File: config.mk
export PLATFORM = sky130hd
export DESIGN_NAME = pipe_hazard_ctrl_flat
export DESIGN_NICKNAME = d
export VERILOG_FILES = /design/src/rtl/cpu_pkg.sv /design/src/rtl/pipe_hazard_ctrl_if.sv /design/src/rtl/pipe_hazard_ctrl_sat_counter.sv /design/src/rtl/pipe_hazard_ctrl.sv /design/src/flat_wrapper.sv
export SDC_FILE = /design/constraint.sdc
export NUM_CORES = 1
export LEC_CHECK = 0
export CAP_MARGIN = 20
export CORE_UTILIZATION = 40
export DETAILED_ROUTE_END_ITERATION = 16
export PLACE_DENSITY = 0.72
export SETUP_SLACK_MARGIN = 0.15
export SYNTH_ARGS = -nofsm -noshare
export SYNTH_HDL_FRONTEND = slang
export SYNTH_SLANG_ARGS = --single-unit
File: constraint.sdc
create_clock -name clk -period 3.2 [get_ports clk]
set_clock_uncertainty 0.1 [all_clocks]
set_input_delay 0.8 -clock clk [delete_from_list [all_inputs] [get_ports clk]]
set_output_delay 0.8 -clock clk [all_outputs]
set_load 0.05 [all_outputs]
File: src/rtl/cpu_pkg.sv
// -----------------------------------------------------------------------------
// cpu_pkg
// Shared definitions for the 5-stage CPU: hazard-controller state encoding,
// the hard-wired zero register index and the exception vector addresses that
// both the datapath and the sequencing controller rely on.
// -----------------------------------------------------------------------------
package cpu_pkg;

  typedef enum logic [1:0] {
    RUN       = 2'd0,
    WAIT      = 2'd1,
    IRQ_ENTER = 2'd2
  } state_e;

  localparam logic [4:0]  ZERO_REG = 5'd0;
  localparam logic [31:0] ILLOP    = 32'h8000_0004;
  localparam logic [31:0] XADR     = 32'h8000_0008;

  // True when the load currently in EX writes a register the ID instruction
  // reads. r0 is hard-wired to zero, so a load targeting it never conflicts.
  function automatic logic load_use_hazard(
    input logic       ex_memread,
    input logic [4:0] ex_wraddr,
    input logic [4:0] id_rs,
    input logic [4:0] id_rt,
    input logic       id_use_rs,
    input logic       id_use_rt
  );
    return ex_memread && (ex_wraddr != ZERO_REG) &&
           ((id_use_rs && (id_rs == ex_wraddr)) ||
            (id_use_rt && (id_rt == ex_wraddr)));
  endfunction

endpackage

File: src/rtl/pipe_hazard_ctrl_if.sv
// -----------------------------------------------------------------------------
// pipe_hazard_ctrl_if
// Bundle between the datapath and the hazard controller.
//   Datapath -> controller: id_rs, id_rt, id_use_rs, id_use_rt, ex_memread,
//     ex_wraddr, ex_branch_taken, id_jump, id_kernel, irq_req, mem_busy
//   Controller -> datapath: pc_en, ifid_en, ifid_flush, idex_flush, pipe_en,
//     irq_take, irq_pend, stall_cnt, flush_cnt
// master = datapath side, slave = controller side.
// -----------------------------------------------------------------------------
interface pipe_hazard_ctrl_if #(
  parameter int CNT_W = 16
);
  logic [4:0]       id_rs;
  logic [4:0]       id_rt;
  logic             id_use_rs;
  logic             id_use_rt;
  logic             ex_memread;
  logic [4:0]       ex_wraddr;
  logic             ex_branch_taken;
  logic             id_jump;
  logic             id_kernel;
  logic             irq_req;
  logic             mem_busy;

  logic             pc_en;
  logic             ifid_en;
  logic             ifid_flush;
  logic             idex_flush;
  logic             pipe_en;
  logic             irq_take;
  logic             irq_pend;
  logic [CNT_W-1:0] stall_cnt;
  logic [CNT_W-1:0] flush_cnt;

  modport master (
    output id_rs, id_rt, id_use_rs, id_use_rt, ex_memread, ex_wraddr,
           ex_branch_taken, id_jump, id_kernel, irq_req, mem_busy,
    input  pc_en, ifid_en, ifid_flush, idex_flush, pipe_en, irq_take,
           irq_pend, stall_cnt, flush_cnt
  );

  modport slave (
    input  id_rs, id_rt, id_use_rs, id_use_rt, ex_memread, ex_wraddr,
           ex_branch_taken, id_jump, id_kernel, irq_req, mem_busy,
    output pc_en, ifid_en, ifid_flush, idex_flush, pipe_en, irq_take,
           irq_pend, stall_cnt, flush_cnt
  );
endinterface

File: src/rtl/pipe_hazard_ctrl_sat_counter.sv
// -----------------------------------------------------------------------------
// sat_counter
// Debug event counter that sticks at all-ones instead of wrapping.
//   clk   in   clock
//   clear in   synchronous clear, wins over inc
//   inc   in   count one event this cycle
//   count out  current value
// -----------------------------------------------------------------------------
module sat_counter #(
  parameter int CNT_W = 16
) (
  input  logic             clk,
  input  logic             clear,
  input  logic             inc,
  output logic [CNT_W-1:0] count
);

  // NOTE: sequential state is written with non-blocking assignments so every
  // flop samples the pre-edge values regardless of block evaluation order.
  always_ff @(posedge clk) begin
    if (clear) begin
      count <= '0;
    end else if (inc && (count != '1)) begin
      count <= count + 1'b1;
    end
  end

endmodule

File: src/rtl/pipe_hazard_ctrl.sv
// -----------------------------------------------------------------------------
// pipe_hazard_ctrl
// Central stall/flush sequencer for the 5-stage pipeline. Each cycle it decides
// whether PC, IF/ID, ID/EX, EX/MEM and MEM/WB advance, hold or flush, arbitrating
// memory waits, taken branches, load-use hazards, jumps and IRQ entry.
//   clk    in   pipeline clock
//   reset  in   synchronous, active-low reset
//   hz     slave side of pipe_hazard_ctrl_if (hazard inputs, enable/flush
//          outputs, IRQ handshake, stall/flush debug counters)
// All enable/flush outputs are combinational from state plus inputs.
// -----------------------------------------------------------------------------
module pipe_hazard_ctrl
  import cpu_pkg::*;
#(
  parameter int CNT_W    = 16,
  parameter int IRQ_HOLD = 1    // 1..3
) (
  input  logic                clk,
  input  logic                reset,
  pipe_hazard_ctrl_if.slave   hz
);

  localparam logic [1:0] HOLD_LAST = 2'(IRQ_HOLD - 1);

  state_e     state, state_nxt;
  logic [1:0] hold_cnt;
  logic       irq_counted;   // flush for this IRQ entry already counted
  logic       irq_pend_q;
  logic       hold_done;
  logic       load_use;
  logic       stall_inc, flush_inc;
  logic       pc_en, ifid_en, pipe_en, ifid_flush, idex_flush, irq_take;

  always_comb begin
    load_use = load_use_hazard(hz.ex_memread, hz.ex_wraddr, hz.id_rs, hz.id_rt,
                               hz.id_use_rs, hz.id_use_rt);
  end

  // NOTE: every variable gets a default at the top of the block so no path
  // leaves one unassigned, which would otherwise infer a latch.
  always_comb begin
    pc_en      = 1'b1;
    ifid_en    = 1'b1;
    pipe_en    = 1'b1;
    ifid_flush = 1'b0;
    idex_flush = 1'b0;
    irq_take   = 1'b0;
    stall_inc  = 1'b0;
    flush_inc  = 1'b0;
    hold_done  = 1'b0;
    state_nxt  = state;

    if (!reset) begin
      state_nxt = RUN;               // free-running defaults while in reset
    end else if (state == IRQ_ENTER) begin
      irq_take  = 1'b1;
      flush_inc = !irq_counted;
      if (hz.mem_busy) begin
        // Freeze: hold counter and enables stop, irq_take stays up.
        pc_en     = 1'b0;
        ifid_en   = 1'b0;
        pipe_en   = 1'b0;
        stall_inc = 1'b1;
      end else begin
        ifid_flush = 1'b1;
        idex_flush = 1'b1;
        if (hold_cnt == HOLD_LAST) begin
          hold_done = 1'b1;
          state_nxt = RUN;
        end
      end
    end else if (hz.mem_busy) begin
      // RUN or WAIT: events arriving now stay on the datapath and are
      // re-evaluated once the memory releases.
      pc_en     = 1'b0;
      ifid_en   = 1'b0;
      pipe_en   = 1'b0;
      stall_inc = 1'b1;
      state_nxt = WAIT;
    end else begin
      // RUN, or WAIT on its release cycle: RUN rules apply immediately.
      state_nxt = RUN;
      if (hz.ex_branch_taken) begin
        ifid_flush = 1'b1;           // also kills a jump sitting in ID
        idex_flush = 1'b1;
        flush_inc  = 1'b1;
      end else if (load_use) begin
        pc_en      = 1'b0;
        ifid_en    = 1'b0;
        idex_flush = 1'b1;
        stall_inc  = 1'b1;
      end else if (hz.id_jump) begin
        ifid_flush = 1'b1;
        flush_inc  = 1'b1;
      end else if (irq_pend_q && !hz.id_kernel) begin
        state_nxt = IRQ_ENTER;       // only from a clean cycle
      end
    end
  end

  always_ff @(posedge clk) begin
    if (!reset) begin
      state       <= RUN;
      hold_cnt    <= '0;
      irq_counted <= 1'b0;
      irq_pend_q  <= 1'b0;
    end else begin
      state <= state_nxt;
      if (state != IRQ_ENTER) begin
        hold_cnt    <= '0;
        irq_counted <= 1'b0;
      end else begin
        irq_counted <= 1'b1;
        if (!hz.mem_busy && !hold_done) begin
          hold_cnt <= hold_cnt + 2'd1;
        end
      end
      // A latched request survives irq_req dropping; only entry clears it.
      if (hold_done) begin
        irq_pend_q <= 1'b0;
      end else if (hz.irq_req && !irq_take) begin
        irq_pend_q <= 1'b1;
      end
    end
  end

  // Clear wins over inc, so an event on the reset edge is discarded.
  sat_counter #(.CNT_W(CNT_W)) u_stall_cnt (
    .clk   (clk),
    .clear (!reset),
    .inc   (stall_inc),
    .count (hz.stall_cnt)
  );

  sat_counter #(.CNT_W(CNT_W)) u_flush_cnt (
    .clk   (clk),
    .clear (!reset),
    .inc   (flush_inc),
    .count (hz.flush_cnt)
  );

  assign hz.pc_en      = pc_en;
  assign hz.ifid_en    = ifid_en;
  assign hz.pipe_en    = pipe_en;
  assign hz.ifid_flush = ifid_flush;
  assign hz.idex_flush = idex_flush;
  assign hz.irq_take   = irq_take;
  assign hz.irq_pend   = irq_pend_q;

endmodule

File: src/flat_wrapper.sv
// flat-port wrapper written by rule: the top's interface ports become plain ports
module pipe_hazard_ctrl_flat import cpu_pkg::*;
#(
  parameter int CNT_W    = 16,
  parameter int IRQ_HOLD = 1           
)
  (clk, reset, hz_id_rs, hz_id_rt, hz_id_use_rs, hz_id_use_rt, hz_ex_memread, hz_ex_wraddr, hz_ex_branch_taken, hz_id_jump, hz_id_kernel, hz_irq_req, hz_mem_busy, hz_pc_en, hz_ifid_en, hz_ifid_flush, hz_idex_flush, hz_pipe_en, hz_irq_take, hz_irq_pend, hz_stall_cnt, hz_flush_cnt);
  pipe_hazard_ctrl_if #(.CNT_W(CNT_W)) hz_i ();
  input  logic clk;
  input  logic reset;
  input wire logic [$bits(hz_i.id_rs)-1:0] hz_id_rs;
  input wire logic [$bits(hz_i.id_rt)-1:0] hz_id_rt;
  input wire logic [$bits(hz_i.id_use_rs)-1:0] hz_id_use_rs;
  input wire logic [$bits(hz_i.id_use_rt)-1:0] hz_id_use_rt;
  input wire logic [$bits(hz_i.ex_memread)-1:0] hz_ex_memread;
  input wire logic [$bits(hz_i.ex_wraddr)-1:0] hz_ex_wraddr;
  input wire logic [$bits(hz_i.ex_branch_taken)-1:0] hz_ex_branch_taken;
  input wire logic [$bits(hz_i.id_jump)-1:0] hz_id_jump;
  input wire logic [$bits(hz_i.id_kernel)-1:0] hz_id_kernel;
  input wire logic [$bits(hz_i.irq_req)-1:0] hz_irq_req;
  input wire logic [$bits(hz_i.mem_busy)-1:0] hz_mem_busy;
  output wire logic [$bits(hz_i.pc_en)-1:0] hz_pc_en;
  output wire logic [$bits(hz_i.ifid_en)-1:0] hz_ifid_en;
  output wire logic [$bits(hz_i.ifid_flush)-1:0] hz_ifid_flush;
  output wire logic [$bits(hz_i.idex_flush)-1:0] hz_idex_flush;
  output wire logic [$bits(hz_i.pipe_en)-1:0] hz_pipe_en;
  output wire logic [$bits(hz_i.irq_take)-1:0] hz_irq_take;
  output wire logic [$bits(hz_i.irq_pend)-1:0] hz_irq_pend;
  output wire logic [$bits(hz_i.stall_cnt)-1:0] hz_stall_cnt;
  output wire logic [$bits(hz_i.flush_cnt)-1:0] hz_flush_cnt;
  assign hz_i.id_rs = hz_id_rs;
  assign hz_i.id_rt = hz_id_rt;
  assign hz_i.id_use_rs = hz_id_use_rs;
  assign hz_i.id_use_rt = hz_id_use_rt;
  assign hz_i.ex_memread = hz_ex_memread;
  assign hz_i.ex_wraddr = hz_ex_wraddr;
  assign hz_i.ex_branch_taken = hz_ex_branch_taken;
  assign hz_i.id_jump = hz_id_jump;
  assign hz_i.id_kernel = hz_id_kernel;
  assign hz_i.irq_req = hz_irq_req;
  assign hz_i.mem_busy = hz_mem_busy;
  assign hz_pc_en = hz_i.pc_en;
  assign hz_ifid_en = hz_i.ifid_en;
  assign hz_ifid_flush = hz_i.ifid_flush;
  assign hz_idex_flush = hz_i.idex_flush;
  assign hz_pipe_en = hz_i.pipe_en;
  assign hz_irq_take = hz_i.irq_take;
  assign hz_irq_pend = hz_i.irq_pend;
  assign hz_stall_cnt = hz_i.stall_cnt;
  assign hz_flush_cnt = hz_i.flush_cnt;
  pipe_hazard_ctrl #(.CNT_W(CNT_W), .IRQ_HOLD(IRQ_HOLD)) u_core (.clk(clk), .reset(reset), .hz(hz_i));
endmodule
==> flow_summary_export.csv <==
group,metric,value,unit
cts,cts_buffers,5,
synthesis,syn_inst,249,
setup_path,crit_type,"in -> out",
setup_path,reg2reg_from,"u_core.u_stall_cnt.count[4]",
synthesis,synth_seq_cells,38,
power_and_ir_drop,p_per_area,335.2,mW/mm²
floorplanning,rows,25,
power_and_ir_drop,ir_drop,0.1482,mV
sta,fmax,327.9,MHz
worst_hold_path,worstHoldStart,"u_core.hold_cnt[1]",
synthesis,syn_nets,277,
cts,numClockSinks,38,
sta,relSlewSlack,58.28,%
synthesis,syn_avg_cell_area,8.236,µm²
sta,period_needed,3050,ps
synthesis,yosys-top-cells-count,"dfxtp_1, a21oi_1, nand2_1, o21ai_0, o31ai_1",
synthesis,ys_async_sr_fraction,0,%
synthesis,netlist_area,0.002051,mm²
global_route,grt-ovfl-total,0,
global_route,grt_pass1_wl,8293,µm
synthesis,yosys_most_used_dff,"dfxtp_1",
synthesis,yosysMostFrequentCell,"dfxtp_1",
synthesis,synth_edf_count,0,
setup_path,cp_max_fo,3,
global_route,grt_use_total,19.64,%
cts,ctsHtreeMaxLevel,2,
floorplanning,dieWidth,73.60,µm
power_and_ir_drop,power,1.003,mW
sta,hold_viol,0,
cts,cts_tree,"yes",
cts,clkSlewWorstSetupHoldPaths,70,ps
drt,finalWirelength,5027,µm
drt,drc_errors,0,
global_route,grt_max_degree,31,
setup_path,start_kind,"input port",
layout,fin_util,62.10,%
worst_hold_path,whs_endpoint,"u_core.hold_cnt[1]",
floorplanning,die-area,0.005417,mm²
layout,finalNetCount,346,
worst_hold_path,hold_path_class,"reg -> reg",
outcome,outcome,"completed",
layout,drive_above_1_share,15.99,%
floorplanning,start_util,42.57,%
synthesis,synth_top_area_share,37.10,%
setup_path,reg2reg_depth,7,
place,gp_congestion,0.7417,
layout,syn_to_final_growth,45.88,%
sta,setup_viol,0,
drt,detail_route.first_pass.iterations,4,
sta,drv_slew,0,
setup_path,arrival,2150,ps
setup_path,r2r_end,"u_core.u_stall_cnt.count[1]",
drt,vias_per_cell,5.456,
sta,finalCritPeriodShare,95.30,%
sta,rsz0062_at_grt,"yes",
synthesis,yosys_warnings,0,
job,drv_cap,0,
worst_hold_path,holdPathStages,2,
cts,clk_latency,300,ps
synthesis,seq_area_frac_synth,37.10,%
sta,finalSetupTns,0,ps
place,hpwl,3623,µm
cts,clock_tree.root_cell,"clkbuf_8",
floorplanning,die_height,73.60,µm
drt,drtAntennaViolNets,0,
synthesis,synth_area_leader_cell,"dfxtp_1",
synthesis,synth.area.top_cells,"dfxtp_1, a21oi_1, o31ai_1, xnor2_1, or4_1",
setup_path,endpoint_kind,"output port",
power_and_ir_drop,leakagePower,1.015,nW
layout,num-fill-cells,455,
setup_path,cp.required,2300,ps
floorplanning,core,0.004817,mm²
floorplanning,io_pins,64,
place,io_buffers,63,
layout,antenna_cells,0,
sta,worst_pin_slew,620.1,ps
drt,vias,2106,
global_route,grt_pass1_vias,1976,
drt,drt_first_iter_violations,126,
cts,hold_buffers,0,
cts,clk_path_buf_depth,2,
synthesis,synth_cell_type_count,46,
drt,routedWlPerCell,13.02,µm
sta,holdWs,375.0,ps
setup_path,r2r_slack,880,ps
global_route,antenna_found_initial,0,
per-layer routing:
metal,share of wire [%],wire length (µm),GRT usage (%),up-vias
li1,-,-,-,1072
met1,46,2295,22.45,978
met2,48,2418,34.66,48
met3,4.7,235,5.350,8
met4,1.5,77,7.479,0
met5,0,0,0,-
timing repair:
action / CTS / global route
buffers inserted: 1 / 1
endpoints found under the setup margin: 4 / 4
pin swaps: 19 / 18
gates resized for setup: 39 / 22
power breakdown:
group / switching (mW) / internal (mW)
clock network: 0.169 / 0.174
registers: 0.00856 / 0.480
logic: 0.0933 / 0.0778
total: 0.271 / 0.732
metrics by stage:
stage,setup slack (ps),instance area (µm²),std cells
after floorplan,-151.2,2087,249
after detailed placement,-230.7,2845,376
final,150.5,2992,386
after global routing,111.2,2992,386
after CTS,159.6,2982,385
after global placement,-222.2,2845,376
worst max-delay path by stage:
stage               endpoint             from  depth (start not counted)
2_1_floorplan       hz_pc_en  hz_ex_wraddr[0]                          7
3_3_place_gp   hz_ifid_flush  hz_ex_wraddr[0]                          7
3_5_place_dp   hz_ifid_flush  hz_ex_wraddr[0]                          7
4_1_cts        hz_ifid_flush  hz_ex_wraddr[3]                          7
5_1_grt        hz_ifid_flush  hz_ex_wraddr[0]                          7
6_report       hz_idex_flush  hz_ex_wraddr[0]                          7
flip-flops by register name, indices dropped and copies added (netlist names):
signal	flops
u_core.irq_counted	1
u_core.hold_cnt	2
u_core.state	2
u_core.u_flush_cnt.count	16
u_core.hz.irq_pend	1
u_core.u_stall_cnt.count	16
cells by family (layout without fill, tap and decap cells):
logic type | count (synthesis) | count (layout) | synth area share, %
AOI/OAI and AO/OA | 71 | 71 | 21.42
DFF | 38 | 38 | 37.10
adders and majority gates | 3 | 3 | 1.831
buffers and inverters | 24 | 94 | 5.368
muxes | 2 | 2 | 0.9762
xor gates and xnor gates | 13 | 13 | 5.552
and+or+nand+nor | 98 | 98 | 27.76
cells in the final DEF (no fill, tap or decap), types with 2 or more instances in the layout:
| master | instances |
|---|---|
| a21oi_1 | 26 |
| a21oi_4 | 2 |
| and2_1 | 2 |
| and3_1 | 4 |
| and4_1 | 2 |
| buf_12 | 5 |
| buf_4 | 11 |
| buf_6 | 5 |
| clkbuf_2 | 5 |
| clkbuf_8 | 6 |
| clkdlybuf4s15_1 | 4 |
| clkdlybuf4s50_1 | 41 |
| dfxtp_1 | 38 |
| dlygate4sd2_1 | 2 |
| ha_1 | 3 |
| inv_1 | 9 |
| mux2i_1 | 2 |
| nand2_1 | 16 |
| nand2b_1 | 2 |
| nand3_1 | 9 |
| nand4_1 | 10 |
| nor2_1 | 10 |
| nor2b_1 | 4 |
| nor3_1 | 3 |
| nor3b_1 | 2 |
| nor4_1 | 2 |
| o211ai_1 | 2 |
| o21ai_0 | 16 |
| o21ai_4 | 2 |
| o311ai_0 | 2 |
| o31ai_1 | 14 |
| or3_1 | 11 |
| or4_1 | 12 |
| xnor2_1 | 12 |
layout make-up:
type	count	area (µm²)	area share (%)
clock inverter	1	5.005	0.1673
tap	67	83.83	2.802
timing repair buffer	76	764.5	25.55
sequential	38	760.7	25.43
clock buffer	7	86.33	2.886
multi-input combinational	187	1254	41.91
inverter	10	37.54	1.255
critical path, stage by stage:
cell	delay [ps]
buf_8	100
or4_4	540
o21ai_4	210
nand2b_4	180
buf_6	110
a21oi_4	50
buf_12	150
No activity file was read; power rests on OpenSTA's default activity.
